`src/rtl/systolic_seq_if.sv`:
```
// -----------------------------------------------------------------------------
// systolic_seq_if
//   Stream bundle around the systolic frame sequencer: the upstream sample
//   stream (in_*) and the downstream result stream (out_*).
//
//   Signals:
//     in_data   [DATA_W]  upstream sample
//     in_valid            upstream sample valid
//     in_ready            sequencer accepts in_data this cycle
//     out_data  [SUM_W]   captured frame result
//     out_valid           result valid
//     out_ready           downstream accepts the result
//
//   Modports:
//     slave   - the sequencer's view (consumes samples, produces results)
//     master  - the surrounding environment's view
// -----------------------------------------------------------------------------
interface systolic_seq_if #(
    parameter int DATA_W = 8,
    parameter int SUM_W  = 16
);
    logic [DATA_W-1:0] in_data;
    logic              in_valid;
    logic              in_ready;
    logic [SUM_W-1:0]  out_data;
    logic              out_valid;
    logic              out_ready;

    modport slave (
        input  in_data, in_valid, out_ready,
        output in_ready, out_data, out_valid
    );

    modport master (
        output in_data, in_valid, out_ready,
        input  in_ready, out_data, out_valid
    );
endinterface

```
`src/rtl/systolic_seq.sv`:
```
// -----------------------------------------------------------------------------
// systolic_seq
//   Frame sequencer for the systolic datapath (8-bit sample in, 16-bit sum
//   out, no enable/valid). It pulls N_TAPS samples from the upstream stream
//   and feeds them to the array one per cycle, feeds zeros for LATENCY flush
//   cycles, captures the array sum and offers it on the result stream.
//
//   Ports:
//     clk          single clock, rising edge
//     rst          synchronous reset, active-high
//     bus          systolic_seq_if.slave: in_* sample stream, out_* results
//     sys_in_data  registered drive to the array's in_data
//     sys_sum_out  array's sum_out
//     underrun     sticky: a zero bubble was injected in the current/last frame
//     frame_cnt    completed (handed-off) frames, wraps
//     busy         sequencer is not idle
// -----------------------------------------------------------------------------
module systolic_seq #(
    parameter int DATA_W  = 8,
    parameter int SUM_W   = 16,
    parameter int N_TAPS  = 8,
    parameter int LATENCY = 9,
    parameter int CNT_W   = 8
) (
    input  logic               clk,
    input  logic               rst,
    systolic_seq_if.slave      bus,
    output logic [DATA_W-1:0]  sys_in_data,
    input  logic [SUM_W-1:0]   sys_sum_out,
    output logic               underrun,
    output logic [CNT_W-1:0]   frame_cnt,
    output logic               busy
);

    // Counters must reach N_TAPS and LATENCY respectively without wrapping.
    localparam int SCNT_W = $clog2(N_TAPS + 1);
    localparam int FCNT_W = $clog2(LATENCY + 1);

    localparam logic [1:0] S_IDLE  = 2'd0;
    localparam logic [1:0] S_LOAD  = 2'd1;
    localparam logic [1:0] S_FLUSH = 2'd2;
    localparam logic [1:0] S_DONE  = 2'd3;

    logic [1:0]        r_state;
    logic [DATA_W-1:0] r_sys_in;
    logic [SUM_W-1:0]  r_out_data;
    logic              r_out_valid;
    logic              r_underrun;
    logic [CNT_W-1:0]  r_frame_cnt;
    logic [SCNT_W-1:0] r_scnt;
    logic [FCNT_W-1:0] r_fcnt;

    logic w_in_ready;
    logic w_accept;
    logic w_last_slot;
    logic w_flush_end;

    // Ready depends on state only, so upstream never sees a valid->ready path.
    assign w_in_ready  = (r_state == S_IDLE) || (r_state == S_LOAD);
    assign w_accept    = bus.in_valid & w_in_ready;
    // r_scnt counts slots already written; this cycle writes slot r_scnt+1.
    assign w_last_slot = (r_scnt == SCNT_W'(N_TAPS - 1));
    assign w_flush_end = (r_fcnt == FCNT_W'(LATENCY - 1));

    // NOTE: state is updated with non-blocking assignments so every branch
    // reads the pre-edge values, exactly like the flops it describes.
    always_ff @(posedge clk) begin
        if (rst) begin
            r_state     <= S_IDLE;
            r_sys_in    <= '0;
            r_out_data  <= '0;
            r_out_valid <= 1'b0;
            r_underrun  <= 1'b0;
            r_frame_cnt <= '0;
            r_scnt      <= '0;
            r_fcnt      <= '0;
        end else begin
            case (r_state)
                S_IDLE: begin
                    r_sys_in <= '0;
                    if (w_accept) begin
                        r_sys_in   <= bus.in_data;
                        r_scnt     <= SCNT_W'(1);
                        r_fcnt     <= '0;
                        r_underrun <= 1'b0;
                        r_state    <= (N_TAPS == 1) ? S_FLUSH : S_LOAD;
                    end
                end

                S_LOAD: begin
                    // The array cannot stall: a missing sample still uses
                    // its slot, filled with zero, and is flagged.
                    r_scnt <= r_scnt + SCNT_W'(1);
                    if (w_accept) begin
                        r_sys_in <= bus.in_data;
                    end else begin
                        r_sys_in   <= '0;
                        r_underrun <= 1'b1;
                    end
                    if (w_last_slot) begin
                        r_fcnt  <= '0;
                        r_state <= S_FLUSH;
                    end
                end

                S_FLUSH: begin
                    // The capture edge lands LATENCY edges after the edge
                    // that registered the last sample.
                    r_sys_in <= '0;
                    r_fcnt   <= r_fcnt + FCNT_W'(1);
                    if (w_flush_end) begin
                        r_out_data  <= sys_sum_out;
                        r_out_valid <= 1'b1;
                        r_state     <= S_DONE;
                    end
                end

                S_DONE: begin
                    r_sys_in <= '0;
                    if (r_out_valid && bus.out_ready) begin
                        r_out_valid <= 1'b0;
                        r_frame_cnt <= r_frame_cnt + CNT_W'(1);
                        r_state     <= S_IDLE;
                    end
                end

                default: begin
                    r_state <= S_IDLE;
                end
            endcase
        end
    end

    assign bus.in_ready  = w_in_ready;
    assign bus.out_data  = r_out_data;
    assign bus.out_valid = r_out_valid;
    assign sys_in_data   = r_sys_in;
    assign underrun      = r_underrun;
    assign frame_cnt     = r_frame_cnt;
    assign busy          = (r_state != S_IDLE);

endmodule

```
`src/flat_wrapper.sv`:
```
// flat-port wrapper written by rule: the top's interface ports become plain ports
module systolic_seq_flat 
#(
    parameter int DATA_W  = 8,
    parameter int SUM_W   = 16,
    parameter int N_TAPS  = 8,
    parameter int LATENCY = 9,
    parameter int CNT_W   = 8
)
  (clk, rst, sys_in_data, sys_sum_out, underrun, frame_cnt, busy, bus_in_data, bus_in_valid, bus_out_ready, bus_in_ready, bus_out_data, bus_out_valid);
  systolic_seq_if #(.DATA_W(DATA_W), .SUM_W(SUM_W)) bus_i ();
  input  logic clk;
  input  logic rst;
  output logic [DATA_W-1:0] sys_in_data;
  input  logic [SUM_W-1:0] sys_sum_out;
  output logic underrun;
  output logic [CNT_W-1:0] frame_cnt;
  output logic busy;
  input wire logic [$bits(bus_i.in_data)-1:0] bus_in_data;
  input wire logic [$bits(bus_i.in_valid)-1:0] bus_in_valid;
  input wire logic [$bits(bus_i.out_ready)-1:0] bus_out_ready;
  output wire logic [$bits(bus_i.in_ready)-1:0] bus_in_ready;
  output wire logic [$bits(bus_i.out_data)-1:0] bus_out_data;
  output wire logic [$bits(bus_i.out_valid)-1:0] bus_out_valid;
  assign bus_i.in_data = bus_in_data;
  assign bus_i.in_valid = bus_in_valid;
  assign bus_i.out_ready = bus_out_ready;
  assign bus_in_ready = bus_i.in_ready;
  assign bus_out_data = bus_i.out_data;
  assign bus_out_valid = bus_i.out_valid;
  systolic_seq #(.DATA_W(DATA_W), .SUM_W(SUM_W), .N_TAPS(N_TAPS), .LATENCY(LATENCY), .CNT_W(CNT_W)) u_core (.clk(clk), .rst(rst), .bus(bus_i), .sys_in_data(sys_in_data), .sys_sum_out(sys_sum_out), .underrun(underrun), .frame_cnt(frame_cnt), .busy(busy));
endmodule
```
`config.mk`:
```
export PLATFORM = sky130hd
export DESIGN_NAME = systolic_seq_flat
export DESIGN_NICKNAME = d
export VERILOG_FILES = /design/src/rtl/systolic_seq_if.sv /design/src/rtl/systolic_seq.sv /design/src/flat_wrapper.sv
export SDC_FILE = /design/constraint.sdc
export NUM_CORES = 1
export LEC_CHECK = 0
export CAP_MARGIN = 20
export CORE_ASPECT_RATIO = 0.7
export CORE_MARGIN = 1
export CORE_UTILIZATION = 49
export CTS_CLUSTER_DIAMETER = 60
export CTS_CLUSTER_SIZE = 12
export DETAILED_ROUTE_END_ITERATION = 8
export PLACE_DENSITY = 0.84
export SYNTH_ARGS = -nofsm -noshare
export SYNTH_HDL_FRONTEND = slang
export SYNTH_SLANG_ARGS = --single-unit
```
`constraint.sdc`:
```
create_clock -name clk -period 3.6 [get_ports clk]
set_clock_uncertainty 0.2 [all_clocks]
set_input_delay 1.08 -clock clk [delete_from_list [all_inputs] [get_ports clk]]
set_output_delay 1.08 -clock clk [all_outputs]
set_load 0.005 [all_outputs]
```
==> run_results.csv, run 1 <==
group,metric,value,unit
outcome,status,"finished, final reports clean",
drt,wl,4493,µm
power,p_sw_share,30.07,%
timing,final_max_slew_viol_count,0,
floorplanning,die_area,0.004336,mm²
yosys,syn_avg_cell_area,9.326,µm²
drt,drc,0,
yosys,synth_seq_area_share,44.14,%
floorplanning,fp.dieH,55.40,µm
power,clkPwrFrac,30.0,%
yosys,synth_ff_type,"dfxtp_1",
cts,cts_tree,"built",
yosys,synth_area,0.001996,mm²
timing,fmax,0.3072,GHz
yosys,synth_edf_count,0,
yosys,synthArstFlopShare,0,%
setup_path,reg2reg_from,"u_core.r_state[0]",
setup_path,cp.required,2.32,ns
min_path,hp-class,"reg2reg",
cells_and_area,syn_to_final_growth,37.93,%
min_path,hold_end,"u_core.bus.out_data[9]",
drt,drt_first_iter_violations,77,
grt,antenna_found_initial,0,
drt,dr.pass1.iters,4,
floorplanning,rows,18,
cells_and_area,final_nets,314,
cells_and_area,seqCellArea,880.8,µm²
placement,portBuffers,63,
cts,cts_made_buffers,5,
min_path,min_from,"u_core.bus.out_data[9]",
placement,gp_congestion,0.8169,
cts,root_buffer,"clkbuf_8",
min_path,holdPathStages,2,
cts,clk_pin_slew,0.08,ns
setup_path,critical_path.slowest_cell,"clkdlybuf4s50_1",
yosys,synth_common_cells,"44 x dfxtp_1, 33 x nand2_1, 14 x a21oi_1",
power,leakage,0.001020,µW
timing,setup_viol,0,
grt,grt_max_degree,20,
run,maxCapViolCount,0,
setup_path,end_kind,"output port",
grt,grt_pass1_wl,7176,µm
yosys,synth_top_area_cell,"dfxtp_1",
power,p_comb_share,29.1,%
yosys,ys_seq_elements,44,
setup_path,worstPathArrival,1.98,ns
grt,first_global_vias,1484,
drt,postRouteAntennaNets,0,
yosys,synth.most_common_cell,"dfxtp_1",
yosys,yosysUniqueCellTypes,42,
yosys,synthCells,214,
drt,wl_per_cell,13.74,µm
drt,num_vias,1659,
floorplanning,core_area,0.003694,mm²
floorplanning,start_util,54.03,%
yosys,synth_area_leaders,"dfxtp_1 44%, ha_1 6.3%, nand2_1 6.2%",
timing,hold_viol,0,
power,net-switching-power,402.5,µW
cells_and_area,diodes,0,
power,peakVddDrop,548.4,µV
cells_and_area,fillCellCount,279,
setup_path,critPathKind,"reg2out",
setup_path,ff2ff_path_depth,6,
power,p_seq_share,40.9,%
grt,track_usage,21.58,%
setup_path,path_max_fanout,9,
cts,clock_path_buffers,2,
timing,relSlewSlack,50.39,%
drt,vias_per_cell,5.073,
yosys,yosysTopAreaCellShare,44.14,%
grt,overflow,0,
setup_path,r2r_end,"u_core.bus.out_data[12]",
cells_and_area,multi_input_area,0.001008,mm²
cts,cts_setup_buffers,0,
cts,clock_latency,0.31,ns
yosys,synth_warnings,0,
cells_and_area,drive_gt1_share,14.80,%
power,power_density,486.3,mW/mm²
yosys,synth_nets,252,
timing,period_minus_slack,3.255,ns
setup_path,slowest_delay,0.53,ns
timing,rsz0062_at_grt,"no",
setup_path,r2r_slack,1.41,ns
timing,fin_crit_sh,90.42,%
cts,clock_sinks,44,
setup_path,path_cells,"inv_1 -> ha_1 -> or2_1 -> clkdlybuf4s50_1",
floorplanning,die_x,78.28,µm
power,total_power,1339,µW
power,power.internal,936.0,µW
timing,tightest_slew,0.7442,ns
floorplanning,num_io_pins,64,
timing,setup_tns,0,ns
cts,cts_resized,0,
cts,htree_levels,2,
setup_path,startpoint_type,"flop",
cts,holdBufCountCts,0,
placement,place_hpwl,3169,µm
-- routing by layer --
metal	routed length [µm]	GRT usage [%]	part of all wire [%]	up-vias
li1	-	-	-	836
met1	2234	29.44	50	743
met2	1871	31.95	42	75
met3	364	5.950	8.1	5
met4	23	8.995	0.51	0
met5	0	0	0	-
-- cells in the final DEF, fill, tap and decap left out, types with 2 or more instances in the layout --
cell type / count
clkdlybuf4s50_1: 63
dfxtp_1: 44
nand2_1: 33
a21oi_1: 14
nor2_1: 13
nand2_2: 11
a21oi_2: 11
ha_1: 10
and2_1: 9
inv_1: 8
xor2_1: 6
nand3_1: 6
clkbuf_8: 6
and3_1: 4
nand4_1: 3
or2_1: 2
nand3b_4: 2
nand2b_1: 2
a311oi_1: 2
o32ai_1: 2
o21ai_0: 2
or3_1: 2
a21o_1: 2
buf_4: 2
-- area by class of cell --
class / instances / share of cell area [%]
Timing Repair Buffer: 65 / 23.45
Inverter: 9 / 1.227
Clock inverter: 2 / 1.409
Clock buffer: 6 / 3.000
Sequential cell: 44 / 32.00
Multi-Input combinational cell: 151 / 36.64
Tap cell: 50 / 2.273
-- how the worst max path moves through the flow --
| stage | to | from |
|---|---|---|
| after floorplan | bus_in_ready | u_core.r_state[1] |
| after global placement | bus_in_ready | u_core.r_state[1] |
| after detailed placement | bus_in_ready | u_core.r_state[1] |
| after CTS | bus_in_ready | u_core.r_state[1] |
| after global routing | bus_in_ready | u_core.r_state[1] |
| final | bus_in_ready | u_core.r_state[1] |
-- logic make-up after synthesis --
family	Yosys count	share of synthesized area, %
AOI/OAI and AO/OA	41	15.93
xor gates and xnor gates	7	3.072
adders and majority gates	10	6.270
buffers and inverters	19	5.329
DFF	44	44.14
muxes	1	0.5016
and+or+nand+nor	92	24.76
-- sequential cells by signal (all words and copies together) (netlist names) --
register,cells
u_core.r_fcnt,4
u_core.r_scnt,4
u_core.frame_cnt,8
u_core.underrun,1
u_core.sys_in_data,8
u_core.bus.out_data,16
u_core.bus.out_valid,1
u_core.r_state,2
-- power by group through the flow --
stage | Clock [µW] | Sequential (µW) | Combinational [µW]
global route | 427 | 553 | 425
detailed placement | 0 | 558 | 377
global placement | 0 | 557 | 370
CTS | 407 | 547 | 387
floorplan | 0 | 555 | 241
finish | 401 | 548 | 390
-- worst max-delay path, delay by kind of cell (launching register included) --
family / cells / cell delay [ns]
adder cells (fa/ha/maj): 1 / 0.41
buffers and inverters: 2 / 0.66
flip-flops: 1 / 0.35
AND/OR/NAND/NOR: 1 / 0.26
-- stage by stage --
step                utilization, %  cell area [µm²]  worst slack [ns]  hold WS (ns)  cells
floorplan                        -             1996             1.282        0.2527    214
global placement             71.24             2631            0.7787        0.2429    319
detailed placement           71.24             2631            0.6961        0.2473    319
CTS                          74.53             2753            0.3489        0.2591    327
global route                 74.53             2753            0.2623        0.2860    327
finish                       74.53             2753            0.3448        0.2553    327
Note: power is estimated with default switching activity, not from simulation.
==> inputs of run 2 (changes only) <==
--- a/config.mk
+++ b/config.mk
@@ -7,7 +7,6 @@
 export LEC_CHECK = 0
 export CAP_MARGIN = 20
 export CORE_ASPECT_RATIO = 0.7
-export CORE_MARGIN = 1
 export CORE_UTILIZATION = 49
 export CTS_CLUSTER_DIAMETER = 60
 export CTS_CLUSTER_SIZE = 12
==> results of run 2 <==
The final DEF is identical to that of run 1; final timing and power are the same.
